File: src/rtl/reg_file_demux.sv
// reg_file_demux
//   Register bank of 2**ADDR_W registers, DATA_W bits each. One write port
//   steers IN into the register chosen by INADDRESS. Two combinational read
//   ports feed the ALU operand muxes.
//
// Ports
//   CLK          in   system clock, writes on the rising edge
//   RESET        in   asynchronous active-low reset, clears every register
//   IN           in   write-back data
//   INADDRESS    in   destination register select
//   WRITE        in   write enable
//   BUSYWAIT     in   memory stall, high suppresses the write
//   OUT1ADDRESS  in   read port 1 select
//   OUT2ADDRESS  in   read port 2 select
//   OUT1         out  read port 1 data
//   OUT2         out  read port 2 data
//
// Build option
//   REG_BYPASS_EN  when defined, a read port whose address matches an
//                  enabled write forwards IN combinationally before the edge.
//                  When undefined, the read ports show stored contents only.

module reg_file_demux #(
  parameter int DATA_W = 8,
  parameter int ADDR_W = 3
) (
  input  logic              CLK,
  input  logic              RESET,
  input  logic [DATA_W-1:0] IN,
  input  logic [ADDR_W-1:0] INADDRESS,
  input  logic              WRITE,
  input  logic              BUSYWAIT,
  input  logic [ADDR_W-1:0] OUT1ADDRESS,
  input  logic [ADDR_W-1:0] OUT2ADDRESS,
  output logic [DATA_W-1:0] OUT1,
  output logic [DATA_W-1:0] OUT2
);

  localparam int DEPTH = 1 << ADDR_W;

  logic [DATA_W-1:0] regs [DEPTH];
  logic              wr_en;

  // A stalled write is simply not committed; the producer keeps WRITE high
  // until BUSYWAIT drops, so no pending state is kept here.
  assign wr_en = RESET && WRITE && !BUSYWAIT;

  always_ff @(posedge CLK or negedge RESET) begin
    if (!RESET) begin
      for (int i = 0; i < DEPTH; i++) begin
        regs[i] <= '0;
      end
    end else if (wr_en) begin
      regs[INADDRESS] <= IN;
    end
  end

  always_comb begin
    OUT1 = regs[OUT1ADDRESS];
    OUT2 = regs[OUT2ADDRESS];
`ifdef REG_BYPASS_EN
    // Each port forwards independently, closing the back-to-back RAW hazard.
    if (wr_en && (OUT1ADDRESS == INADDRESS)) OUT1 = IN;
    if (wr_en && (OUT2ADDRESS == INADDRESS)) OUT2 = IN;
`endif
    // Registers are already cleared during reset; gating here keeps the ports
    // at zero even in the delta before the clear settles.
    if (!RESET) begin
      OUT1 = '0;
      OUT2 = '0;
    end
  end

endmodule

File: config.mk
export PLATFORM = sky130hd
export DESIGN_NAME = reg_file_demux
export DESIGN_NICKNAME = d
export VERILOG_FILES = /design/src/rtl/reg_file_demux.sv
export SDC_FILE = /design/constraint.sdc
export NUM_CORES = 1
export LEC_CHECK = 0
export ABC_AREA = 1
export ABC_CLOCK_PERIOD_IN_PS = 1500
export CAP_MARGIN = 20
export CORE_MARGIN = 4
export CORE_UTILIZATION = 50
export CTS_BUF_LIST = sky130_fd_sc_hd__clkbuf_4
export CTS_CLUSTER_SIZE = 20
export DETAILED_ROUTE_END_ITERATION = 8
export PLACE_DENSITY = 0.71
export SLEW_MARGIN = 20
export SYNTH_ARGS = -nofsm -noshare
export SYNTH_HDL_FRONTEND = slang
export SYNTH_SLANG_ARGS = --single-unit
export TNS_END_PERCENT = 5
File: constraint.sdc
create_clock -name CLK -period 1.5 [get_ports CLK]
set_clock_uncertainty 0.1 [all_clocks]
set_input_delay 0.15 -clock CLK [delete_from_list [all_inputs] [get_ports CLK]]
set_output_delay 0.15 -clock CLK [all_outputs]
set_load 0.03 [all_outputs]
* Word-level counts from Yosys, hierarchy flattened
Cells that the tools add are included.
Cells by class: $lt $le $gt $ge 4, multiplexer cells 11, bitwise operators 3, reduce and logical (&&, ||, !) cells 4
Operators by type and width (count):
- 64-bit bitwise mux | 1
- 8-bit two-way mux | 7
- 8-bit binary-select mux with 3-bit select | 2
- 8-bit demux with 3-bit select | 1
- 4-bit >= comparator, second input constant | 3
- 3-bit NOT with 4-bit output | 3
- 4-bit by 1-bit less-than comparator with 1-bit output, second input constant | 1
- 1-bit logical AND | 3
- 1-bit logical NOT | 1
Word-level totals: register bits 64, input port bits 21, word-level logic and storage cells 30

* Longest topological paths before layout
Gate-level depths: netlist (run 1).
depth after elaboration 6, mapped depth 8, depth with buffers taken out 6

* Worst setup path after synthesis (run 1)
No wires, ideal clock.
path type input to output, start point input port OUT2ADDRESS[1], end point output port OUT2[1], arrival 1.298 ns, required time 1.250 ns, path slack -0.048 ns, stages 6, cell sequence clkbuf_1 -> buf_1 -> nand3_1 -> nand3_1 -> nand2_1 -> nor2_1
On the way: word-level cells in the longest chain between the ends 5
RTL lines:
- start, declared | line 34 | input logic [ADDR_W-1:0] OUT2ADDRESS,
- 3-bit NOT with 4-bit output (implied by the code) | line 60 | OUT2 = regs[OUT2ADDRESS];
- 8-bit binary-select mux with 3-bit select | line 60
- 8-bit two-way mux (implied by the code) (2 in a row) | line 60
- 8-bit two-way mux | line 68 | if (!RESET) begin
- end, declared | line 36 | output logic [DATA_W-1:0] OUT2
No other way between the ends. The select of a mux whose other input is x is not followed.

* Worst setup path in the final report (run 1)
start point register regs[7] (netlist bit), end point output port OUT2[7]
On the way: word-level cells in the longest chain between the ends 4
RTL lines:
- start, declared | line 41 | logic [DATA_W-1:0] regs [DEPTH];
- start signal, assigned by index | line 51 | regs[i] <= '0;
- start signal, assigned by index | line 54 | regs[INADDRESS] <= IN;
- 8-bit binary-select mux with 3-bit select | line 60
- 8-bit two-way mux (implied by the code) (2 in a row) | line 60
- 8-bit two-way mux | line 68
No other way between the ends. The select of a mux whose other input is x is not followed.

==> results.md, run 1 <==
- Status: complete, but fails checks
- Violated checks: negative hold slack, negative setup slack
- Inserted Clock Buffers: 9
- P_sw: 1.81 mW
- Cell Area, Placed: 4770 µm²
- Largest regs: regs x64
- Worst path slowest cell: dfrtp_1
- Drt via density: 5.35
- Worst EP required: 1250 ps
- Critical Path AT: 1430 ps
- Initial Utilization: 51.7%
- Crit end category: output pin
- Syn Inst Count: 588
- Cells along the critical path: inv_2 -> nand2_1 -> nand3_1 -> nand3_1 -> nand2_1 -> nor2_1 -> buf_4
- Setup WS pre-CTS: -257 ps
- Remaining Overflow, GRT: 0
- Worst Hold Class: in -> async
- Synth top area cells: dfrtp_1 40%, nand2_1 21%, nand3_1 10%
- Area Growth Syn to Fin: 29.4%
- Initial antenna violation count: 0
- Post-synthesis sequential area ratio: 40.1%
- Top Ports: 37
- DRT iter0 DRCs: 344
- Final core utilization: 66.8%
- Vias post-DR: 4063
- Peak Freq: 597 MHz
- Area of the core: 7730 µm²
- Max Cap Viol: 0
- Max IR drop VDD: 545 µV
- Post-synth top area share: 40.1%
- Overall routing resource usage: 25.2%
- Max stage delay on crit path: 390 ps
- Gp weighted congestion: 0.916
- Number of global-route vias before repair: 3861
- Rel. slew slack: 52.8%
- Worst Max-Slew Pin Slew: 706 ps
- First-pass GRT wire length: 19.2 mm
- Cell leakage power: 2.69 nW
- Setup Crit Path Kind: reg -> out
- CTS sink cnt: 64
- CTS tree: done
- Clk Latency, worst-skew pair: 400 ps
- Logic pwr share: 30.9%
- Max FFs per register: 64
- Top reg by flops: regs
- Clk slew on worst S/H paths: 120 ps
- Pin count of the biggest net entering global routing: 48
- Final Hold Viols: 39
- Mapped Avg Cell Area: 6.79 µm²
- #FFs+latches synth: 64
- Sequential power share: 43.1%
- Clock buffer depth: 2
- IO Port Bufs: 36
- Routed Antenna Nets: 0
- Int Pwr: 3.38 mW
- Synth area leader: dfrtp_1
- Clk pwr share: 26.0%
- Std cell rows: 32
- Mapped Area: 3990 µm²
- Number of diodes: 0
- RSZ-0062 raised after global routing: yes
- Final period utilization: 112%
- Final Instance Area: 5160 µm²
- DIE AREA: 9480 µm²
- Final HPWL DP: 7.87 mm
- Startpoint types: flip-flop
- Final setup vio count: 16
- Share of post-route cells with drive strength above 1: 23.3%
- Fin. max-slew vios: 0
- Hold slack: -363 ps
- Power per Cell Area: 1010 nW/µm²
- Die Y: 97.3 µm
- Syn. warnings: 0
- Fin worst setup slack: -176 ps
- Final Non-Filler Cells: 760
- Chip width: 97.3 µm
- Setup TNS: -2330 ps
- CTS root buffer: clkbuf_4
- Syn nets: 609
- Placed cells: 732
- Drt first pass iters: 6
- Routed WL per cell: 15.2 µm
- H-tree Lvls: 3
- Hold buffer count at CTS: 1
- Sw Share: 34.8%
- Fin nets: 674
- Worst-path fanout max: 2
- Min Tclk post-route: 1680 ps
- Final Power: 5.19 mW
- Distinct cell type count after synthesis: 19
- Drt total wl: 11.6 mm
- DRC: 0
[path summary, 6_finish.rpt]
path	start	endpoint	slack, ps	depth (start not counted)
max	regs[7]$_DFFE_PN0P_	OUT2[7]	-180	7
min	RESET	regs[36]$_DFFE_PN0P_	-360	2
max reg2reg	regs[63]$_DFFE_PN0P_	regs[63]$_DFFE_PN0P_	600	3
min reg2reg	regs[21]$_DFFE_PN0P_	regs[21]$_DFFE_PN0P_	400	2
max in group asynchronous	RESET	regs[28]$_DFFE_PN0P_	200	4
min in group CLK	IN[1]	regs[9]$_DFFE_PN0P_	210	3
[cells in the mapped netlist]
master and count:
nand2_1 224, nand3_1 80, inv_1 76, dfrtp_1 64
o21ai_0 57, nor2_1 32, clkbuf_1 19, buf_6 8
nand4_4 7, o21ai_1 7, buf_1 3, buf_2 3
inv_2 2, buf_4 1, inv_4 1, nand2_4 1
nand3_4 1, nor2_8 1, nor3_4 1
[per-layer routing]
layer,track usage [%],routed length [µm],vias to the layer above
li1,-,-,1962
met1,32.6,4800,1904
met2,42.5,5710,174
met3,4.16,781,23
met4,9.48,255,0
met5,0,0,-
[power by group through the flow]
stage                     Combinational [mW]  Clock (mW)  Sequential (mW)
after floorplan                        0.959           0             2.20
after global placement                  1.39           0             2.23
after detailed placement                1.43           0             2.24
after CTS                               1.46        1.38             2.22
after global routing                    1.82        1.44             2.27
final                                   1.61        1.35             2.24
[cells in the final DEF (no fill, tap or decap), drive strengths merged]
| cell type | synthesis | final |
|---|---|---|
| nand4 | 7 | 7 |
| buf | 15 | 68 |
| dfrtp | 64 | 64 |
| clkinvlp | 0 | 2 |
| nand3 | 81 | 81 |
| clkbuf | 19 | 9 |
| nand2 | 225 | 225 |
| clkdlybuf4s50 | 0 | 16 |
| bufinv | 0 | 2 |
| clkinv | 0 | 3 |
| inv | 79 | 79 |
| nor3 | 1 | 1 |
| dlygate4sd2 | 0 | 3 |
| o21ai | 64 | 64 |
| dlygate4sd3 | 0 | 1 |
| nor2 | 33 | 33 |
[area by class of cell]
cell class | count | area, µm²
clock buffers | 9 | 67.6
multi-input cells | 411 | 2000
well taps | 102 | 128
clock inverters | 7 | 96.3
flip-flops and latches | 64 | 1600
repair buffers | 88 | 977
inverters | 79 | 299
fillers | 663 | 2560
[critical path: cells and delay by family, from the launching register on]
kind          cells  cell delay (ps)
flops             1              390
buf+inv           2              240
simple gates      5              400
[cells by family (layout without fill, tap and decap cells)]
kind of cell	count (synthesis)	count (layout)	share of synthesized area (%)
compound gates	64	64	8.02
simple gates	347	347	39.5
buf+inv	113	183	12.4
flops	64	64	40.1
[what timing repair did]
action                                 in CTS  in global routing
endpoints found under the hold margin      64                 39
buffers inserted                            0                 11
gates resized for setup                    21                 49
setup endpoints to repair                  16                 16
pin swaps                                   6                 28
No activity file was read; power rests on OpenSTA's default activity.
==> inputs of run 2 (changes only) <==
--- a/config.mk
+++ b/config.mk
@@ -13,7 +13,9 @@
 export CTS_BUF_LIST = sky130_fd_sc_hd__clkbuf_4
 export CTS_CLUSTER_SIZE = 20
 export DETAILED_ROUTE_END_ITERATION = 8
+export HOLD_SLACK_MARGIN = 0.06
 export PLACE_DENSITY = 0.71
+export REMOVE_ABC_BUFFERS = 1
 export SLEW_MARGIN = 20
 export SYNTH_ARGS = -nofsm -noshare
 export SYNTH_HDL_FRONTEND = slang
==> run 2 against run 1 <==
Effect of this change: the run ends with negative setup slack left; final area decreased by 1.6%; total power decreased by 7.5%; register-to-register slack got worse by 100 ps; worst hold slack improved by 570 ps; die area unchanged; clock power decreased by 28%; global-route usage decreased by 1.4 points; largest cell class unchanged; sequential power about the same; worst setup slack got worse by 29 ps; combinational power about the same; fmax decreased by 1.7%; sequential share of layout area increased by 0.52 points.
==> results.md, run 2 (synthesized netlist as in run 1, its figures left out) <==
- Status: complete, but fails checks
- Violated checks: negative setup slack
- CTS root buffer: clkbuf_4
- Gp weighted congestion: 0.882
- Met2 WL: 5.29 mm
- DRC: 0
- Pin count of the biggest net entering global routing: 36
- Top reg by flops: regs
- Max IR drop VDD: 812 µV
- Initial Utilization: 51.7%
- IO Port Bufs: 36
- Power per Cell Area: 946 nW/µm²
- Clock buffer depth: 2
- Overall routing resource usage: 23.8%
- First-pass GRT wire length: 18.4 mm
- Setup TNS: -2250 ps
- Chip width: 97.3 µm
- Drt first pass iters: 5
- Routed Antenna Nets: 0
- Hold slack: 203 ps
- CTS tree: done
- Worst EP required: 1250 ps
- DR top layer: met4
- Area of the core: 7730 µm²
- Area Growth Syn to Fin: 27.3%
- Max Cap Viol: 0
- Critical Path AT: 1460 ps
- Remaining Overflow, GRT: 0
- Top Ports: 37
- Worst Hold Class: in -> reg
- Initial antenna violation count: 0
- Setup Crit Path Kind: reg -> out
- Most frequent cells in the layout: 214 x nand2_1, 68 x nand3_1, 64 x dfrtp_1
- Min Tclk post-route: 1710 ps
- Number of global-route vias before repair: 3718
- Drt total wl: 11.0 mm
- Rel. slew slack: 80.0%
- Startpoint types: flip-flop
- Final Power: 4.81 mW
- Fin worst setup slack: -206 ps
- Number of diodes: 0
- Worst Max-Slew Pin Slew: 300 ps
- M1 wire length: 4.78 mm
- H-tree Lvls: 3
- Setup WS pre-CTS: -284 ps
- Die Y: 97.3 µm
- DIE AREA: 9480 µm²
- Worst-path fanout max: 2
- Final setup vio count: 16
- CTS sink cnt: 64
- Peak Freq: 586 MHz
- Cell leakage power: 2.65 nW
- Final period utilization: 114%
- Vias post-DR: 3934
- Fillers: 686
- RSZ-0062 raised after global routing: yes
- Drt via density: 5.20
- Clk Latency, worst-skew pair: 410 ps
- Leading cell type in the layout, fill and taps excluded: nand2_1
- Routed WL per cell: 14.6 µm
- Share of post-route cells with drive strength above 1: 23.2%
- Fin. max-slew vios: 0
- Final core utilization: 65.7%
- Final Hold Viols: 0
- Crit end category: output pin
- Final HPWL DP: 7.38 mm
- Inserted Clock Buffers: 9
- Max FFs per register: 64
- DRT iter0 DRCs: 267
- Metal3 WL: 731 µm
- Clk slew on worst S/H paths: 120 ps
- Std cell rows: 32
- Fin nets: 672
- Largest regs: regs x64
==> run 2: path summary, 6_finish.rpt <==
kind | start | endpoint | slack [ps] | cells past startpoint
min reg2reg | regs[4]$_DFFE_PN0P_ | regs[4]$_DFFE_PN0P_ | 390 | 2
max | regs[45]$_DFFE_PN0P_ | OUT2[5] | -210 | 7
min | IN[7] | regs[15]$_DFFE_PN0P_ | 200 | 3
max reg2reg | regs[45]$_DFFE_PN0P_ | regs[45]$_DFFE_PN0P_ | 500 | 4
min in group asynchronous | RESET | regs[18]$_DFFE_PN0P_ | 380 | 4
max in group asynchronous | RESET | regs[56]$_DFFE_PN0P_ | 710 | 4
==> run 2: repair_timing <==
action,in CTS,in global routing
hold buffers,4,0
hold endpoints to repair,64,0
gates cloned,0,0
setup buffers,1,10
endpoints found under the setup margin,16,16
pin swaps,2,28
resized for setup,19,56
==> run 2: worst max-delay path: stages, from the launching register on <==
cell     delay, ps
dfrtp_1        390
inv_2           50
nand2_1         70
nand3_1        100
nand2_2        110
nor2_4          40
nor2_2         140
buf_6          150
==> run 2: cell type report <==
type | instances | area [µm²] | area share, %
Inverter | 79 | 299 | 5.89
Sequential cell | 64 | 1600 | 31.5
Timing Repair Buffer | 86 | 931 | 18.3
Clock inverter | 5 | 25.0 | 0.493
Clock buffer | 10 | 75.1 | 1.48
Tap cell | 102 | 128 | 2.51
Multi-Input combinational cell | 411 | 2020 | 39.8
==> run 2: metal layers <==
| layer | track usage, % | vias up |
|---|---|---|
| met5 | 0 | - |
| met4 | 7.67 | 0 |
| met3 | 3.59 | 26 |
| met2 | 39.1 | 164 |
| met1 | 32.3 | 1792 |
| li1 | - | 1952 |
==> run 2: power by group <==
part,switching (mW),total (mW),internal [mW]
combinational,0.936,1.59,0.653
sequential,0.187,2.24,2.05
clock,0.643,0.978,0.334
==> run 2: per-stage QoR <==
stage                     cells  cell area [µm²]
after floorplan             554             3800
after global placement      727             4680
after detailed placement    727             4680
after CTS                   747             4880
after global routing        757             5080
final                       757             5080
==> variant 1: new RTL, settings of run 2 <==
`ADDR_W`: 3 -> 2.
--- a/src/rtl/reg_file_demux.sv
+++ b/src/rtl/reg_file_demux.sv
@@ -24,3 +24,3 @@
   parameter int DATA_W = 8,
-  parameter int ADDR_W = 3
+  parameter int ADDR_W = 2
 ) (
Ports: changed (resized INADDRESS, OUT1ADDRESS and OUT2ADDRESS); port bits go from 37 to 34. No check against the original RTL was run, so the function may have changed too.
==> variant 1 against run 2 <==
Sequential cell count shrank 32. Non-clock buffer count is 21 lower. Worst setup slack improved by 0.21 ns. Synthesized area decreased by 53%. Cell area shrank 47%. Total power decreased by 46%. Utilization increased by 7.6 points. Wire length is 52% lower. Critical endpoint is now OUT1[5].
==> variant 1: results <==
group,metric,value,unit
synthesis,synth_seq_area_share,42.58,%
timing,timing.hold.ws,0.3206,ns
final_layout,top_regs,"regs x32",
synthesis,synth-seq-cells,32,
setup_path,crit-reg2reg-launch,"regs[13]",
outcome,status,"finished clean",
placed_design,gp_routability_congestion,0.8233,
synthesis,avgSynthCellArea,6.740,um^2
synthesis,synthTopCellsByCount,"nand2_1 (102), inv_1 (48), dfrtp_1 (32), nand3_1 (32), o21ai_0 (29)",
hold_path,hold_start,"IN[3]",
placed_design,dp_hpwl,3297,um
final_layout,nMultiInputCombCells,186,
drt,dr_wl_met3,356,um
setup_path,crit_family,"buffers and inverters",
final_layout,inverters,48,
clock_network,numCtsBuffers,5,
setup_path,cp_max_fo,8,
final_layout,clockNetworkAreaShare,1.678,%
drt,wl_per_cell,13.79,um
setup_path,r2r-end,"regs[13]",
timing,fin_setup_tns,0,ns
setup_path,crit_start,"OUT1ADDRESS[1]",
drt,drtIter0Drc,134,
global_route,met1_usage,29.32,%
synthesis,ys_types,12,
final_layout,drive_gt1_share,26.33,%
setup_path,r2r_slack,0.61,ns
final_layout,ff_latch_area,800.8,um^2
synthesis,synth_area_leaders,"dfrtp_1 (43%), nand2_1 (20%), inv_1 (9.6%), nand3_1 (8.5%), o21ai_0 (7.7%)",
global_route,use_met3,5.217,%
global_route,grt_pass1_vias,1697,
drt,drt-met1-wl,2454,um
setup_path,cp.arrival,1.24,ns
placed_design,io_buffer_count,33,
variant 1: changes by cell type in the layout (fill, tap and decap cells not counted), sizes merged, moves of 16 or more:
cell,run 2,this run
o21ai,64,32
nor2,33,4
buf,65,47
inv,79,47
nand2,225,102
dfrtp,64,32
a21oi,0,16
nand3,81,32
variant 1: cells by family (layout without fill, tap and decap cells):
family                 after synthesis  after routing  share of synthesized area [%]
buffers and inverters               61            120                          14.57
flip-flops                          32             32                          42.58
AND/OR/NAND/NOR                    138            138                          30.07
AO/OA/AOI/OAI                       48             48                          12.77
variant 1: timing repair:
action                     CTS  global route
hold endpoints to repair    32             0
pin swaps                    3            12
hold buffers                 1             0
gates resized for setup     14            42
setup buffers                2            12
setup endpoints to repair   16            16
variant 1: where the power goes:
| group | switching [mW] | internal [mW] |
|---|---|---|
| clock network | 0.299 | 0.163 |
| registers | 0.102 | 1.04 |
| logic | 0.542 | 0.443 |
| total | 0.944 | 1.64 |
==> variant 2: new RTL, settings of run 2 <==
Without the edit above. Build with the macro `REG_BYPASS_EN` defined.
--- a/src/rtl/reg_file_demux.sv
+++ b/src/rtl/reg_file_demux.sv
@@ -21,2 +21,4 @@
 //                  When undefined, the read ports show stored contents only.
+
+`define REG_BYPASS_EN
 
Behaviour: not the same (Yosys sat finds a counterexample within 4 cycles, from zero or initial values and one cycle with RESET low).
==> variant 2 against run 2 <==
The run ends with hold timing, setup timing left. First-iteration DRC count grew 76%. Via count rose by 15%. Non-clock buffer count rose by 28. Combinational power decreased by 6%. Worst setup slack lost 0.098 ns. Cell area rose by 3.2%. Utilization up 2.1 points. Sequential share of layout area is 0.97 points lower. Sequential power is 4% higher. Sequential cell count is the same. Count of clock-buffer cells in the layout shrank 1. Wire length rose by 21%. Total power up 3.9%. Synthesized area fell by 0.75%.
==> variant 2: results <==
group,metric,value,unit
global_route,grt_pass1_vias,4261,
timing,timing.hold.ws,-0.3850,ns
hold_path,hold_path.class,"input pin to asynchronous set/reset pin",
clock_network,cts.repair.resized,35,
timing,setup_viol,16,
placed_design,gp_routability_congestion,0.9944,
power_and_ir_drop,pg_comb,1.50,mW
synthesis,ys_types,18,
clock_network,hold_buffers,1,
clock_network,insertion_delay,0.43,ns
power_and_ir_drop,power_leakage,2.586,nW
final_layout,drive_gt1_share,25.66,%
outcome,status,"complete, but fails checks",
final_layout,finish.net_count,702,
global_route,grt_max_degree,55,
drt,detail_route.vias_per_cell,5.720,
synthesis,synth_area_leaders,"dfrtp_1 (40%), nand2_1 (23%), nand3_1 (13%), o21ai_0 (6.9%), nand4_2 (2.5%)",
synthesis,synth_seq_area_share,40.43,%
timing,hold_viol,41,
outcome,violations,"hold timing, setup timing",
power_and_ir_drop,sequentialPower,2.33,mW
global_route,grt_first_pass_wirelength,21540,um
timing,worst_slack,-0.3039,ns
power_and_ir_drop,internal-power,3.185,mW
clock_network,postCtsSetupRepairBufs,6,
synthesis,synthTopCellsByCount,"nand2_1 (248), nand3_1 (106), dfrtp_1 (64), o21ai_0 (55), nor2_1 (24)",
[variant 2: cell types whose count changed after synthesis, moves of 8 or more]
cell     delta
nor2_1      -8
nand4_2     +8
nand3_1    +26
inv_1      -63
buf_6       -8
nor2_2     +14
nand2_1    +24
buf_2      +12
[variant 2: routing by layer]
metal,global-route usage (%),up-vias,wire length (um)
met4,13.07,0,540
met2,43.37,272,5996
met5,0,-,0
met3,5.552,48,1319
met1,39.66,2081,5507
li1,-,2106,-
[variant 2: cell type report]
type	instances	area, um^2
Sequential cell	64	1602
Tap cell	102	127.6
Inverter	21	86.33
Timing Repair Buffer	114	1056
Clock inverter	7	62.56
Clock buffer	9	67.56
Multi-Input combinational cell	471	2240
Fill cell	712	2486
[variant 2: cells by family after synthesis]
group	synth area share (%)
and+or+nand+nor	45.80
DFF	40.43
AOI/OAI and AO/OA	8.086
buffers and inverters	5.686
[variant 2: path summary, 6_finish.rpt]
path	start	to	slack, ns	depth (start not counted)
setup reg to reg	regs[10]	regs[10]	0.61	3
hold reg to reg	regs[8]	regs[8]	0.42	2
hold / removal	RESET	regs[45]	-0.39	2
min in group CLK	IN[2]	regs[10]	0.30	3
setup / recovery	regs[40]	OUT1[0]	-0.30	7
max in group asynchronous	RESET	regs[34]	0.53	4
[variant 2: through the flow]
stage | setup WS, ns | area (um^2) | hold WS, ns | std cells | TNS [ns]
after floorplan | -0.1705 | 3819 | -0.2456 | 556 | -1.065
after global placement | -0.4318 | 4822 | 0.09922 | 755 | -20.58
after CTS | -0.2741 | 5101 | -0.3621 | 779 | -3.629
after detailed placement | -0.4707 | 4822 | 0.09960 | 755 | -23.45
after global routing | -0.3523 | 5241 | -0.3602 | 788 | -4.793
final | -0.3039 | 5241 | -0.3850 | 788 | -3.646
